### src/rtl/fb_line_writer.sv
// fb_line_writer: packs an RGB565 pixel stream (two pixels per 32-bit word, even pixel
// in [15:0]) and writes one framebuffer line to DDR3 through MIG write port p0 as
// fixed-length bursts.
// Byte address of a burst is {line, word_idx[8:0], 2'b00}, zero-extended to 30 bits.
// Optional feature macro: FB_LINE_WRITER_FILL_EN adds fill_en/fill_color ports, which
// write a whole line with a constant colour instead of the pixel stream.
`timescale 1ns/1ps

module fb_line_writer #(
  parameter int BURST_LEN  = 16,
  parameter int LINE_WORDS = 512
) (
  input  logic        sys_clk,
  input  logic        sys_rst_n,
  input  logic        wr_start,
  input  logic [15:0] wr_line_addr,
  output logic        busy,
  output logic        done,
  input  logic        pix_valid,
  output logic        pix_ready,
  input  logic [15:0] pix_data,
  output logic        c3_p0_cmd_en,
  input  logic        c3_p0_cmd_full,
  output logic        c3_p0_cmd_rw,
  output logic [5:0]  c3_p0_cmd_bl,
  output logic [29:0] c3_p0_cmd_byte_addr,
  output logic        c3_p0_wr_en,
  output logic [31:0] c3_p0_wr_data,
  output logic [3:0]  c3_p0_wr_mask,
  input  logic        c3_p0_wr_full
`ifdef FB_LINE_WRITER_FILL_EN
  ,
  input  logic        fill_en,
  input  logic [15:0] fill_color
`endif
);

  localparam int WIDX_W = $clog2(LINE_WORDS + 1);
  localparam int BCNT_W = $clog2(BURST_LEN + 1);
  localparam logic [BCNT_W-1:0] BURST_LAST = BCNT_W'(BURST_LEN - 1);
  localparam logic [WIDX_W-1:0] BURST_STEP = WIDX_W'(BURST_LEN);
  localparam logic [WIDX_W-1:0] LINE_END   = WIDX_W'(LINE_WORDS);

  typedef enum logic [1:0] {
    S_IDLE = 2'd0,
    S_FILL = 2'd1,
    S_CMD  = 2'd2,
    S_DONE = 2'd3
  } state_e;

  state_e              state_q, state_d;
  logic [15:0]         line_q, line_d;
  logic [WIDX_W-1:0]   word_idx_q, word_idx_d;
  logic [BCNT_W-1:0]   burst_cnt_q, burst_cnt_d;
  logic                half_q, half_d;
  logic [15:0]         low_q, low_d;
  logic                busy_q, busy_d;
  logic                done_q, done_d;
  logic                cmd_en_q, cmd_en_d;
  logic [5:0]          cmd_bl_q, cmd_bl_d;
  logic [29:0]         cmd_addr_q, cmd_addr_d;
  logic                wr_en_q, wr_en_d;
  logic [31:0]         wr_data_q, wr_data_d;
`ifdef FB_LINE_WRITER_FILL_EN
  logic                fill_q, fill_d;
  logic [15:0]         fill_color_q, fill_color_d;
`endif

  logic                pix_ready_s;
  logic                push_s;
  logic [31:0]         push_data_s;
  logic [WIDX_W-1:0]   word_next_s;
  logic [8:0]          word_lo_s;

  assign word_next_s = word_idx_q + BURST_STEP;
  assign word_lo_s   = 9'(word_idx_q);

  // Next-state logic: pixel packing, burst counting and MIG command issue.
  always_comb begin
    state_d     = state_q;
    line_d      = line_q;
    word_idx_d  = word_idx_q;
    burst_cnt_d = burst_cnt_q;
    half_d      = half_q;
    low_d       = low_q;
    busy_d      = busy_q;
    done_d      = 1'b0;
    cmd_en_d    = 1'b0;
    cmd_bl_d    = cmd_bl_q;
    cmd_addr_d  = cmd_addr_q;
    wr_en_d     = 1'b0;
    wr_data_d   = wr_data_q;
    pix_ready_s = 1'b0;
    push_s      = 1'b0;
    push_data_s = 32'd0;
`ifdef FB_LINE_WRITER_FILL_EN
    fill_d       = fill_q;
    fill_color_d = fill_color_q;
`endif

    case (state_q)
      S_IDLE: begin
        if (wr_start) begin
          line_d      = wr_line_addr;
          word_idx_d  = {WIDX_W{1'b0}};
          burst_cnt_d = {BCNT_W{1'b0}};
          half_d      = 1'b0;
          busy_d      = 1'b1;
`ifdef FB_LINE_WRITER_FILL_EN
          fill_d       = fill_en;
          fill_color_d = fill_color;
`endif
          state_d     = S_FILL;
        end else begin
          state_d     = S_IDLE;
        end
      end

      S_FILL: begin
`ifdef FB_LINE_WRITER_FILL_EN
        if (fill_q) begin
          // Constant-colour line: one word per cycle, pixel stream untouched.
          if (!c3_p0_wr_full) begin
            push_s      = 1'b1;
            push_data_s = {fill_color_q, fill_color_q};
          end else begin
            push_s      = 1'b0;
          end
        end else begin
`endif
          pix_ready_s = !c3_p0_wr_full;
          if (pix_valid && pix_ready_s) begin
            if (half_q) begin
              push_s      = 1'b1;
              push_data_s = {pix_data, low_q};
              half_d      = 1'b0;
            end else begin
              low_d       = pix_data;
              half_d      = 1'b1;
            end
          end else begin
            // Stall keeps any held low half untouched.
            low_d       = low_q;
          end
`ifdef FB_LINE_WRITER_FILL_EN
        end
`endif
        if (push_s) begin
          wr_en_d   = 1'b1;
          wr_data_d = push_data_s;
          if (burst_cnt_q == BURST_LAST) begin
            burst_cnt_d = {BCNT_W{1'b0}};
            state_d     = S_CMD;
          end else begin
            burst_cnt_d = burst_cnt_q + BCNT_W'(1);
          end
        end else begin
          burst_cnt_d = burst_cnt_q;
        end
      end

      S_CMD: begin
        // The command always trails its burst's data, so MIG never sees a short burst.
        if (!c3_p0_cmd_full) begin
          cmd_en_d   = 1'b1;
          cmd_bl_d   = 6'(BURST_LEN - 1);
          cmd_addr_d = {3'b000, line_q, word_lo_s, 2'b00};
          word_idx_d = word_next_s;
          if (word_next_s == LINE_END) begin
            busy_d  = 1'b0;
            done_d  = 1'b1;
            state_d = S_DONE;
          end else begin
            state_d = S_FILL;
          end
        end else begin
          state_d = S_CMD;
        end
      end

      S_DONE: begin
        state_d = S_IDLE;
      end

      default: begin
        busy_d  = 1'b0;
        state_d = S_IDLE;
      end
    endcase
  end

  // State and output registers with synchronous active-low reset.
  always_ff @(posedge sys_clk) begin
    if (!sys_rst_n) begin
      state_q     <= S_IDLE;
      line_q      <= 16'd0;
      word_idx_q  <= {WIDX_W{1'b0}};
      burst_cnt_q <= {BCNT_W{1'b0}};
      half_q      <= 1'b0;
      low_q       <= 16'd0;
      busy_q      <= 1'b0;
      done_q      <= 1'b0;
      cmd_en_q    <= 1'b0;
      cmd_bl_q    <= 6'd0;
      cmd_addr_q  <= 30'd0;
      wr_en_q     <= 1'b0;
      wr_data_q   <= 32'd0;
`ifdef FB_LINE_WRITER_FILL_EN
      fill_q       <= 1'b0;
      fill_color_q <= 16'd0;
`endif
    end else begin
      state_q     <= state_d;
      line_q      <= line_d;
      word_idx_q  <= word_idx_d;
      burst_cnt_q <= burst_cnt_d;
      half_q      <= half_d;
      low_q       <= low_d;
      busy_q      <= busy_d;
      done_q      <= done_d;
      cmd_en_q    <= cmd_en_d;
      cmd_bl_q    <= cmd_bl_d;
      cmd_addr_q  <= cmd_addr_d;
      wr_en_q     <= wr_en_d;
      wr_data_q   <= wr_data_d;
`ifdef FB_LINE_WRITER_FILL_EN
      fill_q       <= fill_d;
      fill_color_q <= fill_color_d;
`endif
    end
  end

  assign busy                = busy_q;
  assign done                = done_q;
  assign pix_ready           = pix_ready_s;
  assign c3_p0_cmd_en        = cmd_en_q;
  assign c3_p0_cmd_rw        = 1'b0;
  assign c3_p0_cmd_bl        = cmd_bl_q;
  assign c3_p0_cmd_byte_addr = cmd_addr_q;
  assign c3_p0_wr_en         = wr_en_q;
  assign c3_p0_wr_data       = wr_data_q;
  assign c3_p0_wr_mask       = 4'b0000;

endmodule

### config.mk
export PLATFORM = sky130hd
export DESIGN_NAME = fb_line_writer
export DESIGN_NICKNAME = d
export VERILOG_FILES = /design/src/rtl/fb_line_writer.sv
export SDC_FILE = /design/constraint.sdc
export NUM_CORES = 1
export LEC_CHECK = 0
export CAP_MARGIN = 30
export CORE_MARGIN = 5
export CORE_UTILIZATION = 54
export CTS_BUF_LIST = sky130_fd_sc_hd__clkbuf_8
export DETAILED_ROUTE_END_ITERATION = 8
export HOLD_SLACK_MARGIN = 0.15
export PLACE_DENSITY = 0.88
export SLEW_MARGIN = 10
export SYNTH_ARGS = -nofsm -noshare
export SYNTH_HDL_FRONTEND = slang
export SYNTH_SLANG_ARGS = --single-unit
### constraint.sdc
create_clock -name sys_clk -period 4.9 [get_ports sys_clk]
set_clock_uncertainty 0.1 [all_clocks]
set_input_delay 0.49 -clock sys_clk [delete_from_list [all_inputs] [get_ports sys_clk]]
set_output_delay 0.49 -clock sys_clk [all_outputs]
set_load 0.02 [all_outputs]
== Word level (Yosys, flattened, before mapping) ==
Cells that the tools add are included.

* Register bits after elaboration: 112
* Logic and storage cells: 77
* Input port bits: 38
* Output and inout bits: 78

* Bitwise gates (word level): 4
* Equality and inequality tests: 11
* Reduce and logical (&&, ||, !) cells: 17
* Add/sub/neg operators: 2
* Muxes and demuxes: 30

{| class="wikitable"
|+ Operators by type and width
! operator !! number
|-
| 2-to-1 mux 32 bit || 2
|-
| 2-to-1 mux 10 bit || 2
|-
| case mux 10 bit (2 select lines) || 1
|-
| 2-to-1 mux 5 bit || 3
|-
| 2-to-1 mux 1 bit || 14
|-
| != test 2 bit (second input constant) || 6
|-
| AND reduction 2 bit || 6
|-
| AND reduction 3 bit || 4
|-
| adder 10 x 5 -> 10 bit (second input constant) || 1
|-
| == test 10 bit (second input constant) || 1
|-
| case mux 5 bit (2 select lines) || 1
|-
| 2-to-1 mux 2 bit || 4
|-
| case mux 2 bit (4 select lines) || 1
|-
| adder 5 x 1 -> 5 bit (second input constant) || 1
|-
| == test 5 x 4 -> 1 bit (second input constant) || 1
|-
| == test 2 bit (second input constant) || 2
|-
| NOT 1 bit || 4
|-
| case mux 1 bit (2 select lines) || 2
|-
| AND reduction 4 bit || 1
|-
| nonzero test 2 bit || 2
|-
| OR reduction 3 bit || 1
|-
| == test 2 x 1 -> 1 bit (second input constant) || 1
|-
| logical NOT 2 bit || 1
|-
| logical AND 1 bit || 1
|-
| logical NOT 1 bit || 1
|}

== Logic depth before layout (Yosys ltp) ==
Gate-level depths: netlist of run 1.

* Depth in word-level cells: 6
* Mapped depth: 7
* Mapped depth without buffers: 5

== Worst setup path after synthesis of run 1 ==
Ideal clock, no wire load.

* Path type: register to register
* From: register word_idx_q[4]
* To: register busy_q (netlist: busy)
* Arrival: 1,558 ps
* Library setup time: 133 ps
* Period minus slack after synthesis: 1,791 ps
* Required time: 4,667 ps
* Stages on the path, launching flop included: 6
* Setup slack: 3,109 ps
* Buffers on the path: 0
* Cell sequence: dfxtp_1 > ha_1 > nand3_1 > mux2_2 > a2111oi_2 > a21oi_1

* Longest elaborated chain between the ends: 4

{| class="wikitable"
|+ Ends and longest elaborated chain
! item !! line !! source
|-
| from (decl) || 53 || <nowiki>logic [WIDX_W-1:0] word_idx_q, word_idx_d;</nowiki>
|-
| from (signal assigned) || 197 || <nowiki>word_idx_q <= {WIDX_W{1'b0}};</nowiki>
|-
| from (signal assigned) || 215 || <nowiki>word_idx_q <= word_idx_d;</nowiki>
|-
| adder 10 x 5 -> 10 bit || 75 || <nowiki>assign word_next_s = word_idx_q + BURST_STEP;</nowiki>
|-
| == test 10 bit || 169 || <nowiki>if (word_next_s == LINE_END) begin</nowiki>
|-
| != test 2 bit (no source line) || n/a ||
|-
| AND reduction 4 bit (no source line) || n/a ||
|-
| to (signal assigned) || 219 || <nowiki>busy_q <= busy_d;</nowiki>
|-
| to (decl) || 57 || <nowiki>logic busy_q, busy_d;</nowiki>
|}

Every way passes these cells.
A chain may end at the register's enable or synchronous reset.

== Final worst setup path of run 1 ==
* From: register state_q[0]
* To: output port pix_ready

* Longest elaborated chain between the ends: 2

{| class="wikitable"
|+ Ends and longest elaborated chain
! item !! line !! source
|-
| from (decl) || 51 || <nowiki>state_e state_q, state_d;</nowiki>
|-
| from (signal assigned) || 213 || <nowiki>state_q <= state_d;</nowiki>
|-
| == test 2 x 1 -> 1 bit || 101 || <nowiki>case (state_q)</nowiki>
|-
| 2-to-1 mux 1 bit || 101 ||
|-
| to (decl) || 20 || <nowiki>output logic pix_ready,</nowiki>
|}

Every way passes these cells.

==> impl_metrics.json, run 1 <==
{
  "coreArea_sq_mm": 0.00773,
  "hold_buffers": 0,
  "syn_inst": 499,
  "crit_path_end": "pix_ready",
  "worst_setup_path_end_kind": "primary output",
  "layout_common_cells": "175 x nand2_1, 104 x dfxtp_1, 98 x clkdlybuf4s50_1",
  "ant_nets": 0,
  "clockBufferDepth": 2,
  "final_util": 0.703,
  "startpoint": "state_q[0]$_SDFFE_PN0P_",
  "synth.avg_cell_area_sq_um": 8.55,
  "fin_crit_ps": 2790,
  "ys_seq_area_frac": 0.488,
  "final_area_sq_mm": 0.00543,
  "drc": 0,
  "vias_per_cell": 5.24,
  "finalPower_mw": 1.57,
  "die_area_sq_mm": 0.00978,
  "dp_hpwl_um": 7040,
  "reg2reg_depth": 5,
  "cts_setup_buffers": 0,
  "crit_type": "reg2out",
  "cts_root_buffer": "clkbuf_8",
  "clk_latency_ps": 370,
  "regArea_sq_mm": 0.00208,
  "area_growth_pct": 27.3,
  "first_pass_iters": 4,
  "power_density_mw_per_mm2": 290,
  "die_w_um": 98.9,
  "tightest_slew_ps": 926,
  "critPathSlowestCell": "clkdlybuf4s50_1",
  "cts_tree": "yes",
  "grt_pass1_vias": 3455,
  "placed_cell_area_sq_mm": 0.00522,
  "pre_cts_ws_ps": 2190,
  "clock-sinks": 104,
  "final_common_cell": "nand2_1",
  "grt_first_pass_wirelength_um": 16500,
  "cts_resized": 0,
  "diodes": 0,
  "path_cells": "nand2b_1, nor2_1, clkdlybuf4s50_1",
  "place.gp.congestion": 0.791,
  "synth-seq-cells": 104,
  "dieHeight_um": 98.9,
  "status": "complete, no violations",
  "layout.nets": 620,
  "max_freq_mhz": 359,
  "setup_ws_ps": 2110,
  "drv_cap": 0,
  "grt_max_degree": 66,
  "critPathRequiredTime_ps": 4310,
  "rrSetupSlack_ps": 2640,
  "synthDistinctLibCells": 47,
  "tns_ps": 0,
  "worstReg2RegEnd": "c3_p0_wr_data[22]$_SDFFE_PN0P_",
  "ios": 116,
  "cts_made_buffers": 9,
  "grt_usage": 0.202,
  "critPathLaunchType": "flop",
  "hold_viol": 0,
  "drtIter0Drc": 199,
  "r2r_start": "state_q[0]$_SDFFE_PN0P_",
  "relSlewSlack": 0.383,
  "drive_above_1_share": 0.0515,
  "wl_um": 9840,
  "rsz0062_at_grt": "false",
  "cts_max_level": 3,
  "critical_path_arrival_ps": 2200,
  "slowest_delay_ps": 640,
  "finalSetupViolations": 0,
  "wl_per_cell_um": 14.4,
  "portBuffers": 99,
  "synth_area_sq_mm": 0.00427,
  "vias": 3590,
  "overflow": 0,
  "p_leak_nw": 1.87,
  "vdd_drop_max_mv": 0.241,
  "min_period_over_period": 0.569,
  "fillers": 566,
  "multi_input_area_sq_mm": 0.00197,
  "antenna_found_initial": 0,
  "synth_warnings": 0,
  "min_path_type": "reg2reg",
  "maxSlewViolCount": 0,
  "initial_core_util": 0.552,
  "clk_pin_slew_ps": 90,
  "rows": 32,
  "worstPathMaxFanout": 12
}
[worst max-delay path: cells and delay by family (launching register included)]
| family | cells | cell delay [ps] |
|---|---|---|
| buf+inv | 1 | 640 |
| flops | 1 | 580 |
| simple gates | 2 | 620 |
[where the power goes]
group          switching [mW]  leakage, nW  internal, mW  total, mW
clock                   0.305       0.0997         0.244      0.548
combinational          0.0816        0.930        0.0653      0.147
sequential             0.0149        0.841         0.864      0.879
[cell type report]
class	instances	area share
clock inverters	6	0.0143
repair buffers	104	0.194
multi-input cells	359	0.362
flip-flops and latches	104	0.383
well taps	102	0.0235
inverters	1	0.000691
clock buffers	9	0.0228
[sequential cells by signal, indices dropped and copies added, names as in the netlist]
name,flops
line_q,16
burst_cnt_q,5
c3_p0_cmd_en,1
low_q,16
done,1
word_idx_q,6
c3_p0_wr_en,1
c3_p0_cmd_bl,1
c3_p0_cmd_byte_addr,21
busy,1
half_q,1
state_q,2
c3_p0_wr_data,32
[cell families (layout without fill, tap and decap cells)]
| kind of cell | Yosys count | in the layout | synth area share |
|---|---|---|---|
| compound gates | 119 | 119 | 0.207 |
| simple gates | 219 | 219 | 0.225 |
| fa+ha+maj | 3 | 3 | 0.00880 |
| buf+inv | 51 | 120 | 0.0654 |
| xor+xnor | 1 | 1 | 0.00205 |
| other cells | 1 | 16 | 0.000879 |
| flops | 104 | 104 | 0.488 |
| mux | 1 | 1 | 0.00264 |
[worst min-delay path by stage]
| stage | from | cells past startpoint | end |
|---|---|---|---|
| 5_1_grt | c3_p0_wr_data[23]$_SDFFE_PN0P_ | 2 | c3_p0_wr_data[23]$_SDFFE_PN0P_ |
| 2_1_floorplan | line_q[1]$_SDFFE_PN0P_ | 2 | c3_p0_cmd_byte_addr[12]$_SDFFE_PN0P_ |
| 6_report | low_q[13]$_SDFFE_PN0P_ | 2 | low_q[13]$_SDFFE_PN0P_ |
| 4_1_cts | low_q[13]$_SDFFE_PN0P_ | 2 | low_q[13]$_SDFFE_PN0P_ |
| 3_3_place_gp | line_q[2]$_SDFFE_PN0P_ | 2 | c3_p0_cmd_byte_addr[13]$_SDFFE_PN0P_ |
| 3_5_place_dp | low_q[13]$_SDFFE_PN0P_ | 2 | low_q[13]$_SDFFE_PN0P_ |
[per-layer routing]
layer	up-vias	routed length (um)	track usage
li1	1778	-	-
met1	1688	4380	0.264
met2	114	4740	0.336
met3	10	613	0.0410
met4	0	105	0.0641
met5	-	0	0
[synth_stat cells, drive strengths merged]
cell type,number,share of area
nand2,175,0.15
dfxtp,104,0.49
a21boi,92,0.16
buf,25,0.043
clkbuf,25,0.022
o21ai,8,0.0094
a21oi,6,0.0079
nor2,6,0.0053
and2,4,0.0059
nand2b,4,0.0059
nand3,4,0.0047
nand3b,4,0.0070
nor3b,4,0.011
ha,3,0.0088
nor2b,3,0.0044
or3,3,0.0044
a2111oi,2,0.0070
a21o,2,0.0035
a31oi,2,0.0029
and3,2,0.0029
nor3,2,0.0035
or3b,2,0.0041
a21bo,1,0.0023
a41oi,1,0.0021
and2b,1,0.0018
and3b,1,0.0021
and4b,1,0.0023
conb,1,0.00088
inv,1,0.00088
mux2,1,0.0026
nand4b,1,0.0021
nor4bb,1,0.0023
o211a,1,0.0023
o21a,1,0.0018
o311a,1,0.0023
o31a,1,0.0021
o31ai,1,0.0018
or4,1,0.0018
xor2,1,0.0021
[through the flow]
| step | hold slack [ps] | std cells |
|---|---|---|
| final | 358 | 685 |
| after global routing | 385 | 685 |
| after CTS | 360 | 684 |
| after detailed placement | 347 | 669 |
| after global placement | 334 | 667 |
| after floorplan | 331 | 514 |
(Power assumes the default switching activity.)
==> inputs of run 2 (changes only) <==
- CORE_UTILIZATION: 54 -> 50
- PLACE_DENSITY: 0.88 -> 0.82
- clock period: 4.9 -> 2.7 ns (I/O delays scaled with it)
==> run 2 against run 1 <==
  * Utilization shrank 4.6 points
  * Combinational power up 85%
  * Count of clock-buffer cells in the layout is the same
  * Design area shrank 0.18%
  * Largest cell class unchanged
==> impl_metrics.json, run 2 (synthesis results as in run 1) <==
{
  "vdd_drop_max_mv": 0.251,
  "cts_resized": 0,
  "clockBufferDepth": 2,
  "drtIter0Drc": 152,
  "power_density_mw_per_mm2": 507,
  "initial_core_util": 0.517,
  "clk_pin_slew_ps": 90,
  "diodes": 0,
  "portBuffers": 99,
  "tightest_slew_ps": 589,
  "top_layer_used": "met4",
  "cts_setup_buffers": 0,
  "coreArea_sq_mm": 0.00826,
  "critPathLaunchType": "flop",
  "min_path_type": "in2reg",
  "place.gp.congestion": 0.832,
  "rsz0062_at_grt": "false",
  "drv_cap": 0,
  "antenna_found_initial": 0,
  "fin_crit_ps": 2540,
  "status": "complete, no violations",
  "grt_first_pass_wirelength_um": 15300,
  "wl_per_cell_um": 13.6,
  "drive_above_1_share": 0.0611,
  "critical_path_arrival_ps": 2170,
  "overflow": 0,
  "grt_max_degree": 43,
  "final_common_cell": "nand2_1",
  "wl_um": 9450,
  "cts_tree": "yes",
  "min_period_over_period": 0.941,
  "p_leak_nw": 1.87,
  "grt_usage": 0.183,
  "cts_max_level": 3,
  "first_pass_iters": 4,
  "pre_cts_ws_ps": 572,
  "rows": 33,
  "tns_ps": 0,
  "largest_register_ff_count": 32,
  "die_area_sq_mm": 0.0105,
  "area_growth_pct": 27.0,
  "die_w_um": 102,
  "ant_nets": 0,
  "finalSetupViolations": 0,
  "final_util": 0.657,
  "vias": 3531,
  "maxSlewViolCount": 0,
  "r2r_start": "state_q[0]$_SDFFE_PN0P_",
  "critPathRequiredTime_ps": 2330,
  "relSlewSlack": 0.607,
  "dieHeight_um": 102,
  "timing.hold.ws_ps": 233,
  "layout.nets": 625,
  "grt_pass1_vias": 3361,
  "layout_common_cells": "175 x nand2_1, 104 x dfxtp_1, 98 x clkdlybuf4s50_1",
  "max_freq_mhz": 394,
  "crit_type": "reg2out",
  "startpoint": "state_q[0]$_SDFFE_PN0P_",
  "cts_root_buffer": "clkbuf_8",
  "min-delay-start": "sys_rst_n",
  "worstPathMaxFanout": 12,
  "dp_hpwl_um": 6840,
  "ios": 116,
  "drc": 0,
  "route.met2.wl_um": 4380,
  "worst_setup_path_end_kind": "primary output",
  "cts_made_buffers": 9,
  "hold_buffers": 0,
  "hold_viol": 0,
  "clk_latency_ps": 360,
  "wl_met3_um": 615,
  "wl_met1_um": 4300,
  "clock-sinks": 104,
  "vias_per_cell": 5.09,
  "setup_ws_ps": 159
}
run 2: worst paths after layout:
path	endpoint	slack (ps)	depth (start not counted)
setup reg to reg	low_q[1]$_SDFFE_PN0P_	590	4
setup / recovery	pix_ready	160	3
hold reg to reg	c3_p0_cmd_byte_addr[12]$_SDFFE_PN0P_	350	2
hold / removal	word_idx_q[9]$_SDFFE_PN0P_	230	2
run 2: layout make-up:
class / count / area, sq um
clock buffer: 9 / 124
clock inverter: 7 / 53.8
fill: 725 / 2840
inverter: 1 / 3.75
multi-input combinational: 359 / 1970
sequential: 104 / 2080
tap: 105 / 131
timing repair buffer: 109 / 1060
run 2: metal layers:
metal,global-route usage,up-vias
li1,-,1781
met1,0.238,1632
met2,0.295,105
met3,0.0471,13
met4,0.0605,0
met5,0,-
run 2: report_power, final:
part           internal (mW)  switching (mW)
Combinational          0.124           0.148
Sequential              1.57          0.0275
Clock                  0.345           0.535
Total                   2.04           0.710
run 2: per-stage QoR:
stage	cells	total power, mW	instance area (sq um)
floorplan	514	1.81	4320
global placement	678	1.89	5240
detailed placement	678	1.90	5240
CTS	694	2.77	5420
global route	694	2.86	5420
finish	694	2.75	5420
run 2: worst max-delay path: stages, from the launching register on:
cell,delay (ps)
dfxtp_1,570
nand2b_1,360
nor2_1,240
clkdlybuf4s50_1,640
